--- src/rtl/eth_header_tx.sv ---
// Byte-serial Ethernet header transmitter: [preamble/SFD], dest MAC, src MAC, EtherType, MSB-first.
// Optional preamble/SFD generation is built when ETH_HDR_TX_PREAMBLE_EN is defined.
module eth_header_tx #(
  parameter logic [15:0] ETH_ARP_TYPE = 16'h0806,
  parameter logic [15:0] ETH_IP_TYPE  = 16'h0800
`ifdef ETH_HDR_TX_PREAMBLE_EN
  ,
  parameter int          PREAMBLE_LEN = 7
`endif
) (
  input  logic        aclk,
  input  logic        aresetn,
  input  logic        start,
  input  logic        eth_type_sel,
  input  logic [47:0] mac_d_addr,
  input  logic [47:0] mac_s_addr,
  input  logic        abort,
  input  logic        data_ready,
  output logic [7:0]  data_out,
  output logic        data_valid,
  output logic        busy,
  output logic        header_done
);

  typedef enum logic [2:0] {
    IDLE     = 3'd0,
    PREAMBLE = 3'd1,
    SFD      = 3'd2,
    MAC_DEST = 3'd3,
    MAC_SRC  = 3'd4,
    ETH_TYPE = 3'd5
  } state_t;

  state_t      state, state_nxt;
  logic [2:0]  cnt, cnt_nxt;
  logic        header_done_nxt;
  logic        load;
  logic        xfer;
  logic [47:0] dest_q, src_q;
  logic [15:0] type_q;
  logic [47:0] dest_sh, src_sh;

  assign xfer       = data_valid && data_ready;
  assign data_valid = (state != IDLE);
  assign busy       = (state != IDLE);

  always_ff @(posedge aclk) begin
    if (!aresetn) begin
      state       <= IDLE;
      cnt         <= 3'd0;
      header_done <= 1'b0;
    end else begin
      state       <= state_nxt;
      cnt         <= cnt_nxt;
      header_done <= header_done_nxt;
    end
  end

  // Header fields only change in IDLE, so they need no reset.
  always_ff @(posedge aclk) begin
    if (load) begin
      dest_q <= eth_type_sel ? 48'hFFFF_FFFF_FFFF : mac_d_addr;
      src_q  <= mac_s_addr;
      type_q <= eth_type_sel ? ETH_ARP_TYPE : ETH_IP_TYPE;
    end
  end

  always_comb begin
    state_nxt       = state;
    cnt_nxt         = cnt;
    header_done_nxt = 1'b0;
    load            = 1'b0;
    if (abort) begin
      state_nxt = IDLE;
      cnt_nxt   = 3'd0;
    end else begin
      case (state)
        IDLE: begin
          if (start) begin
            load    = 1'b1;
            cnt_nxt = 3'd0;
`ifdef ETH_HDR_TX_PREAMBLE_EN
            state_nxt = PREAMBLE;
`else
            state_nxt = MAC_DEST;
`endif
          end
        end
`ifdef ETH_HDR_TX_PREAMBLE_EN
        PREAMBLE: begin
          if (xfer) begin
            if (cnt == 3'(PREAMBLE_LEN - 1)) begin
              state_nxt = SFD;
              cnt_nxt   = 3'd0;
            end else begin
              cnt_nxt = cnt + 3'd1;
            end
          end
        end
        SFD: begin
          if (xfer) begin
            state_nxt = MAC_DEST;
            cnt_nxt   = 3'd0;
          end
        end
`endif
        MAC_DEST: begin
          if (xfer) begin
            if (cnt == 3'd5) begin
              state_nxt = MAC_SRC;
              cnt_nxt   = 3'd0;
            end else begin
              cnt_nxt = cnt + 3'd1;
            end
          end
        end
        MAC_SRC: begin
          if (xfer) begin
            if (cnt == 3'd5) begin
              state_nxt = ETH_TYPE;
              cnt_nxt   = 3'd0;
            end else begin
              cnt_nxt = cnt + 3'd1;
            end
          end
        end
        ETH_TYPE: begin
          if (xfer) begin
            if (cnt == 3'd1) begin
              state_nxt       = IDLE;
              cnt_nxt         = 3'd0;
              header_done_nxt = 1'b1;
            end else begin
              cnt_nxt = cnt + 3'd1;
            end
          end
        end
        default: begin
          state_nxt = IDLE;
          cnt_nxt   = 3'd0;
        end
      endcase
    end
  end

  // Shift the selected MAC so the current byte always sits in the top octet.
  assign dest_sh = dest_q << {cnt, 3'b000};
  assign src_sh  = src_q << {cnt, 3'b000};

  always_comb begin
    data_out = 8'h00;
    case (state)
`ifdef ETH_HDR_TX_PREAMBLE_EN
      PREAMBLE: data_out = 8'h55;
      SFD:      data_out = 8'hD5;
`endif
      MAC_DEST: data_out = dest_sh[47:40];
      MAC_SRC:  data_out = src_sh[47:40];
      ETH_TYPE: data_out = (cnt == 3'd0) ? type_q[15:8] : type_q[7:0];
      default:  data_out = 8'h00;
    endcase
  end

endmodule

--- config.mk ---
export PLATFORM = sky130hd
export DESIGN_NAME = eth_header_tx
export DESIGN_NICKNAME = d
export VERILOG_FILES = /design/src/rtl/eth_header_tx.sv
export SDC_FILE = /design/constraint.sdc
export NUM_CORES = 1
export LEC_CHECK = 0
export ABC_AREA = 1
export CORE_ASPECT_RATIO = 1.4
export CORE_MARGIN = 10
export CORE_UTILIZATION = 50
export DETAILED_ROUTE_END_ITERATION = 7
export PLACE_DENSITY = 0.91
export SYNTH_ARGS = -nofsm -noshare
export SYNTH_HDL_FRONTEND = slang
export SYNTH_SLANG_ARGS = --single-unit
--- constraint.sdc ---
create_clock -name aclk -period 10.5 [get_ports aclk]
set_input_delay 2.1 -clock aclk [delete_from_list [all_inputs] [get_ports aclk]]
set_output_delay 2.1 -clock aclk [all_outputs]
set_load 0.02 [all_outputs]
==> summary.txt, run 1 <==
Pint = 0.6859 mW
DRT antenna net count = 0
commonest non-fill, non-tap cells in the layout = clkdlybuf4s50_1, nand2_1, edfxtp_1
GPL Wtd Cong = 0.8725
drt wl/cell = 18.51 um
Slowest cell on crit path = dfxtp_1
Worst-Skew Late Latency = 0.35 ns
maximum VDD drop = 0.09576 mV
cells along the critical path = nand2_2, a21oi_1, o21ai_1, nand3_1, nand2_1, nor2_1, clkdlybuf4s50_1
drc violations = 0
Bufs on Longest Clock Path = 2
RSZ-0062 raised after global routing = no
initial core utilization = 51.59%
Hold Crit Class = reg2reg
PwrDens = 144.1 mW/mm^2
Crit Path Max Fanout = 56
initial antenna violation count = 0
first-pass GRT wire length = 18.76 mm
Buf/Inv on CP = 1
Final setup viols = 0
Layout Nets = 654
clock share of power = 34.4%
CTS buffer count = 9
Synth area leaders = edfxtp_1, nand2_1, nand3_1, or2_2, dfxtp_1
ANT cells = 0
WHS = 0.5739 ns
YS warnings = 0
chip height = 134.5 um
HPWL Detailed = 8.605 mm
combinational group share of total power = 10.5%
post-cts sizing count = 0
clk sinks = 104
EDFF count, synth = 97
Iter 0 DRT Violations = 312
number of global-route vias before repair = 3723
GR Overflow Total = 0
vias = 3605
# rows = 41
io pins = 113
outcome = finished clean
CP max stage delay = 0.92 ns
clock-pin slew on the worst setup and hold paths = 0.07 ns
Area growth syn-to-layout = 29.99%
Final Hold Vio Count = 0
average cell area after synthesis = 10.43 sq um
GR Util All Layers = 18.06%
ys flop type = edfxtp_1
die area = 0.01370 sq mm
Worst EP required = 8.40 ns
top-area cell type share of the netlist area = 62.18%
Leak = 2.313 nW
fin crit share = 54.32%
number of synthesized register bits = 104
area leader, netlist = edfxtp_1
post-layout util = 67.07%
CTS tree = built
sequential fraction of the synthesis area = 65.17%
Post-Route WL = 12.29 mm
post-synthesis cell count = 449
Worst-Margin Slew = 1.212 ns
NetSw = 0.1917 mW
count of cell types in the netlist = 23
delay-heaviest family, CP = simple AND/OR/NAND/NOR gates
Async SR Flop Fraction = 0%
Max-cap violations = 0
I/O Buffers = 112
layout cells sized above 1 = 12.57%
most common cell after layout, fill and taps aside = clkdlybuf4s50_1
minimum clock period = 5.704 ns
H-tree depth = 3
Post-CTS Setup Inserts = 0
1st-pass router iterations = 5
Critical Path Source Type = register
CTS root buf = clkbuf_16
Final TNS setup = 0 ns
# hold bufs at CTS = 0
Mapped Area = 0.004684 sq mm
largest net degree at the start of global routing = 98
Mapped Nets = 551
crit path DAT = 3.60 ns
Vias/cell = 5.429
f_max = 175.3 MHz
endpoint type of the worst setup path = output port
Sequential Power Share = 55.1%
switching part of the total power = 21.84%
Die Wd = 101.8 um
core area = 0.009080 sq mm
Total Power = 0.8776 mW
Slew HR = 19.21%
Slew Viols, Final = 0
Worst Skew = 0.003767 ns
worst setup path class = reg2out
## Yosys cell counts (2+ instances only)
cell type / n
nand2_1: 99
edfxtp_1: 97
nand3_1: 67
or2_2: 48
inv_1: 37
nor2_1: 25
a21oi_1: 14
o21ai_0: 10
o21ai_1: 10
clkbuf_1: 9
dfxtp_1: 7
buf_2: 5
buf_6: 5
nand2_2: 3
nand3b_1: 3
buf_4: 2
nor2_2: 2
## per-layer routing
metal | routed length, um | up-vias | global-route usage [%]
met4 | 496 | 0 | 9.888
met3 | 878 | 37 | 5.260
met1 | 4239 | 1667 | 18.31
met5 | 0 | - | 0
li1 | - | 1715 | -
met2 | 6676 | 186 | 32.12
## cell type report
class / instances / area (sq um)
well taps: 107 / 133.9
flip-flops and latches: 104 / 3053
clock buffers: 10 / 229.0
multi-input cells: 285 / 1360
clock inverters: 6 / 35.03
repair buffers: 114 / 1136
inverters: 38 / 142.6
fillers: 643 / 2990
## state kept, by name, indices dropped and copies added, names as in the netlist
register	flops
src_q	48
state	3
dest_q	48
header_done	1
cnt	3
type_q	1
## power by group through the flow
stage | clock network [mW] | logic (mW) | registers (mW)
CTS | 0.307 | 0.0918 | 0.483
finish | 0.302 | 0.0918 | 0.484
global placement | 0 | 0.0871 | 0.491
global route | 0.320 | 0.0992 | 0.485
detailed placement | 0 | 0.0910 | 0.492
floorplan | 0 | 0.0400 | 0.494
## path summary, 6_finish.rpt
path	slack (ns)	to	cells after the start	startpoint
setup / recovery	4.80	data_out[7]	7	state[2]
hold / removal	0.57	cnt[0]	2	cnt[0]
setup reg to reg	7.54	state[2]	8	state[2]
hold reg to reg	0.57	cnt[0]	2	cnt[0]
## kinds of logic (layout without fill, tap and decap cells)
| group | Yosys count | after routing | synth area share (%) |
|---|---|---|---|
| AND/OR/NAND/NOR | 250 | 250 | 25.13 |
| flip-flops | 104 | 104 | 65.17 |
| buffers and inverters | 60 | 168 | 5.902 |
| AO/OA/AOI/OAI | 35 | 35 | 3.793 |
## stage by stage
| step | setup slack, ns | instance area, sq um | cells |
|---|---|---|---|
| after floorplan | 1.010 | 4684 | 449 |
| after global placement | 5.487 | 5826 | 648 |
| after detailed placement | 5.388 | 5826 | 648 |
| after CTS | 4.862 | 6090 | 664 |
| after global routing | 4.506 | 6090 | 664 |
| final | 4.796 | 6090 | 664 |
## worst reg2reg max path, delay by kind of cell, from the launching register on
kind | cells | cell delay (ns)
DFF | 1 | 0.92
buffers and inverters | 1 | 0.13
AOI/OAI and AO/OA | 1 | 0.17
and+or+nand+nor | 6 | 1.66
No activity file was read; power rests on OpenSTA's default activity.
==> run 2, diff against run 1 <==
Clock period 10.5 ns to 5.9 ns, I/O delays scaled along.
==> run 2 against run 1 <==
Sequential share of layout area fell by 0.44 points. Sequential power up 78%. Register-to-register slack worse by 4.6 ns. Clock-buffer cell count unchanged. First-iteration DRC count increased by 3.8%. Via count rose by 1.1%. Combinational power up 80%. Total power grew 88%. Non-clock buffer count did not move. Global-route usage increased by 0.24 points. Final area increased by 0.88%. Critical endpoint is now data_out[1].
==> summary.txt, run 2 (synthesis gave the netlist of run 1 again) <==
outcome = finished clean
fin crit share = 80.44%
initial core utilization = 51.59% (unchanged)
number of global-route vias before repair = 3921 (+5.3%)
Bufs on Longest Clock Path = 2 (unchanged)
cells along the critical path = nand2_2, nand2_2, nand2_1, inv_1, nand2_1, nand2_1, clkdlybuf4s50_1
first-pass GRT wire length = 19.31 mm (+2.9%)
maximum VDD drop = 0.1685 mV (+76%)
endpoint type of the worst setup path = output port
GPL Wtd Cong = 0.7931 (-9.1%)
layout cells sized above 1 = 12.77% (+0.20 points)
multi-input combinational cell area = 0.001366 sq mm (+0.46%)
most used routing layer = met2
M3 GR Usage = 4.239% (-1.0 points)
vias = 3644 (+1.1%)
Hold Crit Class = reg2reg
crit path DAT = 3.57 ns (-0.03 ns)
most common cell after layout, fill and taps aside = clkdlybuf4s50_1
Final setup viols = 0 (unchanged)
drt wl/cell = 18.40 um (-0.58%)
CTS tree = built
GR Util All Layers = 18.31% (+0.24 points)
# rows = 41 (unchanged)
1st-pass router iterations = 5 (unchanged)
Final Hold Vio Count = 0 (unchanged)
worst setup path class = reg2out
Max-cap violations = 0 (unchanged)
Total Power = 1.648 mW (+88%)
met1 Resource Use GR = 19.27% (+0.96 points)
CP dominant cell by count = nand2_1
Worst EP required = 4.72 ns (-3.68 ns)
Area growth syn-to-layout = 31.14%
Worst-Margin Slew = 1.204 ns (-0.008110 ns)
CP max stage delay = 0.92 ns (about the same)
RSZ-0062 raised after global routing = no
Final TNS setup = 0 ns (unchanged)
Vias/cell = 5.496 (+1.2%)
FF+latch area = 0.003053 sq mm (unchanged)
Post-DP Area = 0.005832 sq mm (+0.11%)
PwrDens = 268.3 mW/mm^2 (+86%)
Critical Path Source Type = register
# hold bufs at CTS = 0 (unchanged)
drc violations = 0 (unchanged)
Worst-Skew Late Latency = 0.34 ns (about the same)
clk sinks = 104 (unchanged)
clock-pin slew on the worst setup and hold paths = 0.07 ns (about the same)
Worst Skew = 0.003623 ns (-0.0001436 ns)
FF-to-FF path depth = 8 (unchanged)
DRT antenna net count = 0 (unchanged)
Fill cells = 635 (-1.2%)
largest registers = dest_q: 48 flops, src_q: 48 flops
crit path from = state[2]
Crit Path Max Fanout = 56 (unchanged)
crit path to = data_out[1]
post-layout util = 67.66% (+0.59 points)
largest net degree at the start of global routing = 98 (unchanged)
chip height = 134.5 um (unchanged)
ANT cells = 0 (unchanged)
CTS buffer count = 9 (unchanged)
CTS root buf = clkbuf_16
Post-Route WL = 12.20 mm (-0.73%)
minimum clock period = 4.746 ns
post-cts sizing count = 0 (unchanged)
Iter 0 DRT Violations = 324 (+3.8%)
GR Overflow Total = 0 (unchanged)
I/O Buffers = 112 (unchanged)
R2R Path Start = state[2]
Slew HR = 19.75% (+0.54 points)
Slowest cell on crit path = dfxtp_1
met2 Track Usage GR = 31.90% (-0.22 points)
Die Wd = 101.8 um (unchanged)
f_max = 210.7 MHz
Post-CTS Setup Inserts = 0 (unchanged)
initial antenna violation count = 0 (unchanged)
post-route design area = 0.006143 sq mm (+0.88%)
Slew Viols, Final = 0 (unchanged)
io pins = 113 (unchanged)
Layout Nets = 654 (unchanged)
die area = 0.01370 sq mm (unchanged)
Leak = 2.336 nW (+0.99%)
core area = 0.009080 sq mm (unchanged)
worst reg2reg endpoint = state[2]
H-tree depth = 3 (unchanged)
commonest non-fill, non-tap cells in the layout = clkdlybuf4s50_1, nand2_1, edfxtp_1
HPWL Detailed = 8.491 mm (-1.3%)
Reg2Reg Setup Slack = 2.96 ns (-4.58 ns)
## run 2: cell types whose count changed in the layout (fill, tap and decap cells not counted)
| cell | previous run | this run |
|---|---|---|
| clkinv_1 | 3 | 1 |
| clkinv_4 | 1 | 2 |
| bufinv_16 | 0 | 2 |
| nor3_2 | 1 | 0 |
| clkinv_2 | 2 | 1 |
| nor3_4 | 0 | 1 |
| inv_6 | 1 | 0 |
## run 2: layer usage
layer  share of wire, %  wire length (um)
met5                  0                 0
met4                4.8               585
met3                7.4               905
met2                 53              6415
met1                 35              4293
## run 2: cell type report
class	instances	area share, %
Inverter	38	2.322
Clock buffer	10	3.727
Sequential cell	104	49.69
Tap cell	107	2.179
Multi-Input combinational cell	285	22.24
Clock inverter	5	1.344
Timing Repair Buffer	114	18.49
## run 2: worst min path at each step
stage | from | endpoint | slack, ns | depth (start not counted)
2_1_floorplan | cnt[0] | cnt[0] | 0.50 | 2
3_3_place_gp | cnt[0] | cnt[0] | 0.52 | 2
3_5_place_dp | cnt[0] | cnt[0] | 0.56 | 2
4_1_cts | cnt[0] | cnt[0] | 0.57 | 2
5_1_grt | cnt[0] | cnt[0] | 0.61 | 2
6_report | cnt[0] | cnt[0] | 0.57 | 2
## run 2: critical path, delay by kind of cell (launching register included)
kind | cells | cell delay, ns
DFF | 1 | 0.92
buffers and inverters | 2 | 0.74
and+or+nand+nor | 5 | 1.55
## run 2: where the power goes
part	internal, mW	leakage, nW	switching, mW
Combinational	0.0883	1.25	0.0763
Sequential	0.849	0.933	0.0121
Clock	0.370	0.153	0.252
## run 2: per-stage QoR
step	setup slack, ns	hold WS, ns	cells
3_5_place_dp	1.628	0.5584	648
3_3_place_gp	1.808	0.5162	648
4_1_cts	1.228	0.5664	663
2_1_floorplan	0.3731	0.5023	449
5_1_grt	0.9117	0.6064	663
6_report	1.154	0.5714	663
==> run 3, diff against run 2 <==
Settings changed: CORE_UTILIZATION 50 to 45, PLACE_DENSITY 0.91 to 0.87.
Clock period 5.9 ns to 4.22 ns, I/O delays scaled along.
==> run 3 against run 2 <==
Hold slack improved by 0.028 ns. Non-clock buffer count increased by 4. Die area up 9.2%. Sequential power rose by 39%. Via count fell by 1.7%. Critical path depth up 2.
==> summary.txt, run 3 (synthesis gave the netlist of run 1 again) <==
worst setup path class = reg2out
die area = 0.01495 sq mm (+9.2%)
CP dominant cell by count = nor2_1
Post-Route WL = 11.42 mm (-6.4%)
cells along the critical path = nor2_4, nand2_2, nand2_1, nand3_1, nand2_1, nor2_1, nor2_1, nor2_1, clkdlybuf4s50_1
I/O Buffers = 112 (unchanged)
Final TNS setup = 0 ns (unchanged)
fin crit share = 90.28%
clock-pin slew on the worst setup and hold paths = 0.06 ns (about the same)
Worst-Skew Late Latency = 0.34 ns (about the same)
initial antenna violation count = 0 (unchanged)
Layout Nets = 658 (+0.61%)
Crit Path Max Fanout = 54 (-3.6%)
Final setup viols = 0 (unchanged)
chip height = 140.7 um (+4.6%)
drt wl/cell = 16.33 um (-11%)
Slew Viols, Final = 0 (unchanged)
crit path DAT = 2.97 ns (-0.60 ns)
io pins = 113 (unchanged)
first-pass GRT wire length = 17.61 mm (-8.8%)
GR Overflow Total = 0 (unchanged)
DRT antenna net count = 0 (unchanged)
Reg2Reg Setup Slack = 1.77 ns (-1.19 ns)
WHS = 0.5993 ns (+0.02789 ns)
most common cell after layout, fill and taps aside = clkdlybuf4s50_1
Buf/Inv on CP = 1 (-1)
CTS root buf = clkbuf_16
GR Util All Layers = 14.83% (-3.5 points)
Worst Skew = 0.005126 ns (+0.001503 ns)
ANT cells = 0 (unchanged)
clk sinks = 104 (unchanged)
Vias/cell = 5.124 (-6.8%)
Iter 0 DRT Violations = 303 (-6.5%)
maximum VDD drop = 0.1925 mV (+14%)
Hold Crit Class = reg2reg
Post-CTS Setup Inserts = 0 (unchanged)
f_max = 262.5 MHz
Final Hold Vio Count = 0 (unchanged)
HPWL Detailed = 8.138 mm (-4.2%)
# hold bufs at CTS = 0 (unchanged)
Critical Path Source Type = register
drc violations = 0 (unchanged)
commonest non-fill, non-tap cells in the layout = clkdlybuf4s50_1, nand2_1, edfxtp_1
Die Wd = 106.2 um (+4.3%)
minimum clock period = 3.810 ns
1st-pass router iterations = 5 (unchanged)
Total Power = 2.237 mW (+36%)
H-tree depth = 3 (unchanged)
GPL Wtd Cong = 0.8351 (+5.3%)
CTS tree = built
outcome = finished clean
vias = 3582 (-1.7%)
CP max stage delay = 0.71 ns (-0.21 ns)
Slew HR = 35.25% (+15 points)
initial core utilization = 45.50% (-6.1 points)
Worst EP required = 3.38 ns (-1.34 ns)
largest net degree at the start of global routing = 98 (unchanged)
Leak = 2.343 nW (+0.29%)
post-cts sizing count = 0 (unchanged)
Slowest cell on crit path = nand2_2
number of global-route vias before repair = 3606 (-8.0%)
largest registers = dest_q: 48 flops, src_q: 48 flops
Post-DP Area = 0.005913 sq mm (+1.4%)
RSZ-0062 raised after global routing = no
post-route design area = 0.006201 sq mm (+0.94%)
Worst-Margin Slew = 0.9678 ns (-0.2359 ns)
Area growth syn-to-layout = 32.37%
Max-cap violations = 0 (unchanged)
CTS buffer count = 9 (unchanged)
# rows = 44 (+7.3%)
endpoint type of the worst setup path = output port
Bufs on Longest Clock Path = 2 (unchanged)
delay-heaviest family, CP = simple AND/OR/NAND/NOR gates
core area = 0.01029 sq mm (+13%)
layout cells sized above 1 = 13.19% (+0.42 points)
PwrDens = 360.8 mW/mm^2 (+34%)
[run 3: path summary, 6_finish.rpt]
| kind | from | endpoint | depth (start not counted) |
|---|---|---|---|
| max reg2reg | state[0] | state[1] | 9 |
| min reg2reg | cnt[0] | cnt[0] | 2 |
| max | state[0] | data_out[4] | 9 |
| min | cnt[0] | cnt[0] | 2 |
[run 3: area by class of cell]
class | count | area [sq um]
flip-flops and latches | 104 | 3053
inverters | 38 | 142.6
repair buffers | 118 | 1179
well taps | 138 | 172.7
multi-input cells | 285 | 1366
fillers | 837 | 4094
clock buffers | 11 | 232.7
clock inverters | 5 | 55.05
[run 3: tightest hold or removal path: cells and delay by family, from the launching register on]
kind	cells	cell delay [ns]
compound gates	1	0.08
flops	1	0.37
buf+inv	1	0.10
[run 3: report_power, final]
part / internal, mW / leakage (nW) / switching, mW
Combinational: 0.127 / 1.27 / 0.105
Clock: 0.459 / 0.138 / 0.345
Sequential: 1.19 / 0.933 / 0.0153
Total: 1.77 / 2.34 / 0.465
[run 3: stage by stage]
step / setup slack [ns] / utilization [%] / instances
after global routing: 0.2056 / 60.23 / 699
after global placement: 0.9968 / 57.44 / 683
after floorplan: 0.5459 / - / 449
after CTS: 0.4602 / 60.23 / 699
final: 0.4103 / 60.23 / 699
after detailed placement: 0.8501 / 57.44 / 683
[run 3: per-layer routing]
metal	part of all wire [%]	track usage [%]	up-vias
li1	-	-	1719
met1	37	15.35	1699
met2	54	26.73	147
met3	6.2	4.243	17
met4	2.3	7.005	0
met5	0	0	-
==> edit: new RTL, config.mk and constraints of run 3 <==
Encoding of `state_t`: now Gray code (3 bits for 6 states).
--- a/src/rtl/eth_header_tx.sv
+++ b/src/rtl/eth_header_tx.sv
@@ -23,12 +23,12 @@
 );
 
   typedef enum logic [2:0] {
-    IDLE     = 3'd0,
-    PREAMBLE = 3'd1,
-    SFD      = 3'd2,
-    MAC_DEST = 3'd3,
-    MAC_SRC  = 3'd4,
-    ETH_TYPE = 3'd5
+    IDLE     = 3'b000,
+    PREAMBLE = 3'b001,
+    SFD      = 3'b011,
+    MAC_DEST = 3'b010,
+    MAC_SRC  = 3'b110,
+    ETH_TYPE = 3'b111
   } state_t;
 
   state_t      state, state_nxt;
Function: no difference found for any inputs over 10 cycles, from zero or initial values; not proved beyond that.
==> edit against run 3 <==
Power fell by 0.91%; non-clock buffer count fell by 1; sequential cell count did not move; fmax fell by 2.3%; first-iteration DRC count fell by 25%; wire length rose by 2.6%; sequential share of layout area rose by 0.36 points; design area fell by 0.73%; worst setup slack got worse by 88 ps; largest power group unchanged; hold slack got worse by 63 ps; via count fell by 1.5%; global-route usage rose by 1.3 points; count of clock-buffer cells in the layout did not move; area after synthesis fell by 1.1%; highest routed layer unchanged.
==> edit: results (changes against run 3) <==
Setup Skew=4.52 ps (-0.609 ps); synth unique cells=21 (-8.7%); outcome=finished clean; slowest stage delay, CP=650 ps (-60 ps); Routability Congestion=0.830 (-0.66%); Clock transition at path regs=60 ps (about the same); peak supply drop=0.342 mV (+78%); YS warnings=0 (unchanged); clock latency at the later pin of the worst-skew pair=340 ps (about the same); nets@finish=653 (-0.76%); Worst EP arrival=3050 ps (+80 ps); Root Buffer=clkbuf_16; Seq/Total Area, Yosys=0.659 (+0.00739); Slew headroom=0.306 (-0.0466); first-pass GRT wire length=18800 um (+6.5%); proportion of layout cells with a drive suffix above 1=0.138 (+0.00658); DP Wirelength=8780 um (+7.9%); CP max FO=35 (-35%); fillers=833 (-0.48%); vias in the first global route=3829 (+6.2%); post-synth net total=545 (-1.1%); largest net degree at the start of global routing=62 (-37%); 1st-pass router iterations=6 (+1); P_leak=2.31 nW (-1.5%); routed via count=3529 (-1.5%); n_diodes=0 (unchanged); Sw Share=0.205 (-0.00284); top cells by count, synth=nand2_1, edfxtp_1, or2_2; Inserted Clock Buffers=9 (unchanged); Total Routing Usage GR=0.161 (+0.0129); largest registers=dest_q (48), src_q (48); synth top area cells=edfxtp_1, nand2_1, or2_2, nand3_1, dfxtp_1; Crit-path slowest cell=nand3_2; Starting DRT DRC Count=227 (-25%); drt wl/cell=17.0 um (+3.8%)
## edit: changes by cell type after synthesis, moves of 5 or more
cell and change:
a21oi_1 -5, buf_6 -5, inv_1 -10, nand2_1 +16, nand3_1 -22, nand4_1 +9, nor2_1 +5, o21ai_1 -5
## edit: worst min-delay path, stage by stage, from the launching register on
cell and delay, ps:
dfxtp_1 350, inv_1 80, a21oi_1 60
## edit: path summary, 6_finish.rpt
path	cells past startpoint	slack [ps]	startpoint	endpoint
setup / recovery	9	320	state[2]	data_out[4]
hold reg to reg	2	540	cnt[0]	cnt[0]
setup reg to reg	4	2100	state[2]	type_q[1]
hold / removal	2	540	cnt[0]	cnt[0]
## edit: metal layers
layer	part of all wire	GRT usage	up-vias
met3	0.065	0.0409	29
met2	0.55	0.300	152
met5	0	0	-
met4	0.031	0.0801	0
li1	-	-	1701
met1	0.36	0.160	1647
## edit: through the flow
stage	hold WS, ps	instances	worst slack [ps]	instance area, um2	utilization
floorplan	487	443	527	4640	-
global placement	519	675	873	5870	0.586
detailed placement	521	675	767	5870	0.586
CTS	534	691	388	6160	0.615
global route	557	691	130	6160	0.615
finish	537	691	322	6160	0.615
## edit: cell families after synthesis
kind of cell           Yosys count  synth area share
AO/OA/AOI/OAI                   32            0.0367
buffers and inverters           50            0.0473
flip-flops                     104             0.659
AND/OR/NAND/NOR                257             0.257
## edit: cell type report
class / instances / area [um2] / area share
inverters: 30 / 113 / 0.0183
well taps: 135 / 169 / 0.0274
clock inverters: 5 / 56.3 / 0.00915
clock buffers: 11 / 233 / 0.0378
flip-flops and latches: 104 / 3050 / 0.496
repair buffers: 117 / 1160 / 0.188
multi-input cells: 289 / 1370 / 0.223
## edit: power groups by stage
stage / sequential (mW) / combinational, mW / clock, mW
2_1_floorplan: 1.21 / 0.0893 / 0
3_3_place_gp: 1.21 / 0.211 / 0
3_5_place_dp: 1.22 / 0.216 / 0
4_1_cts: 1.19 / 0.217 / 0.826
5_1_grt: 1.20 / 0.235 / 0.865
6_report: 1.19 / 0.215 / 0.809
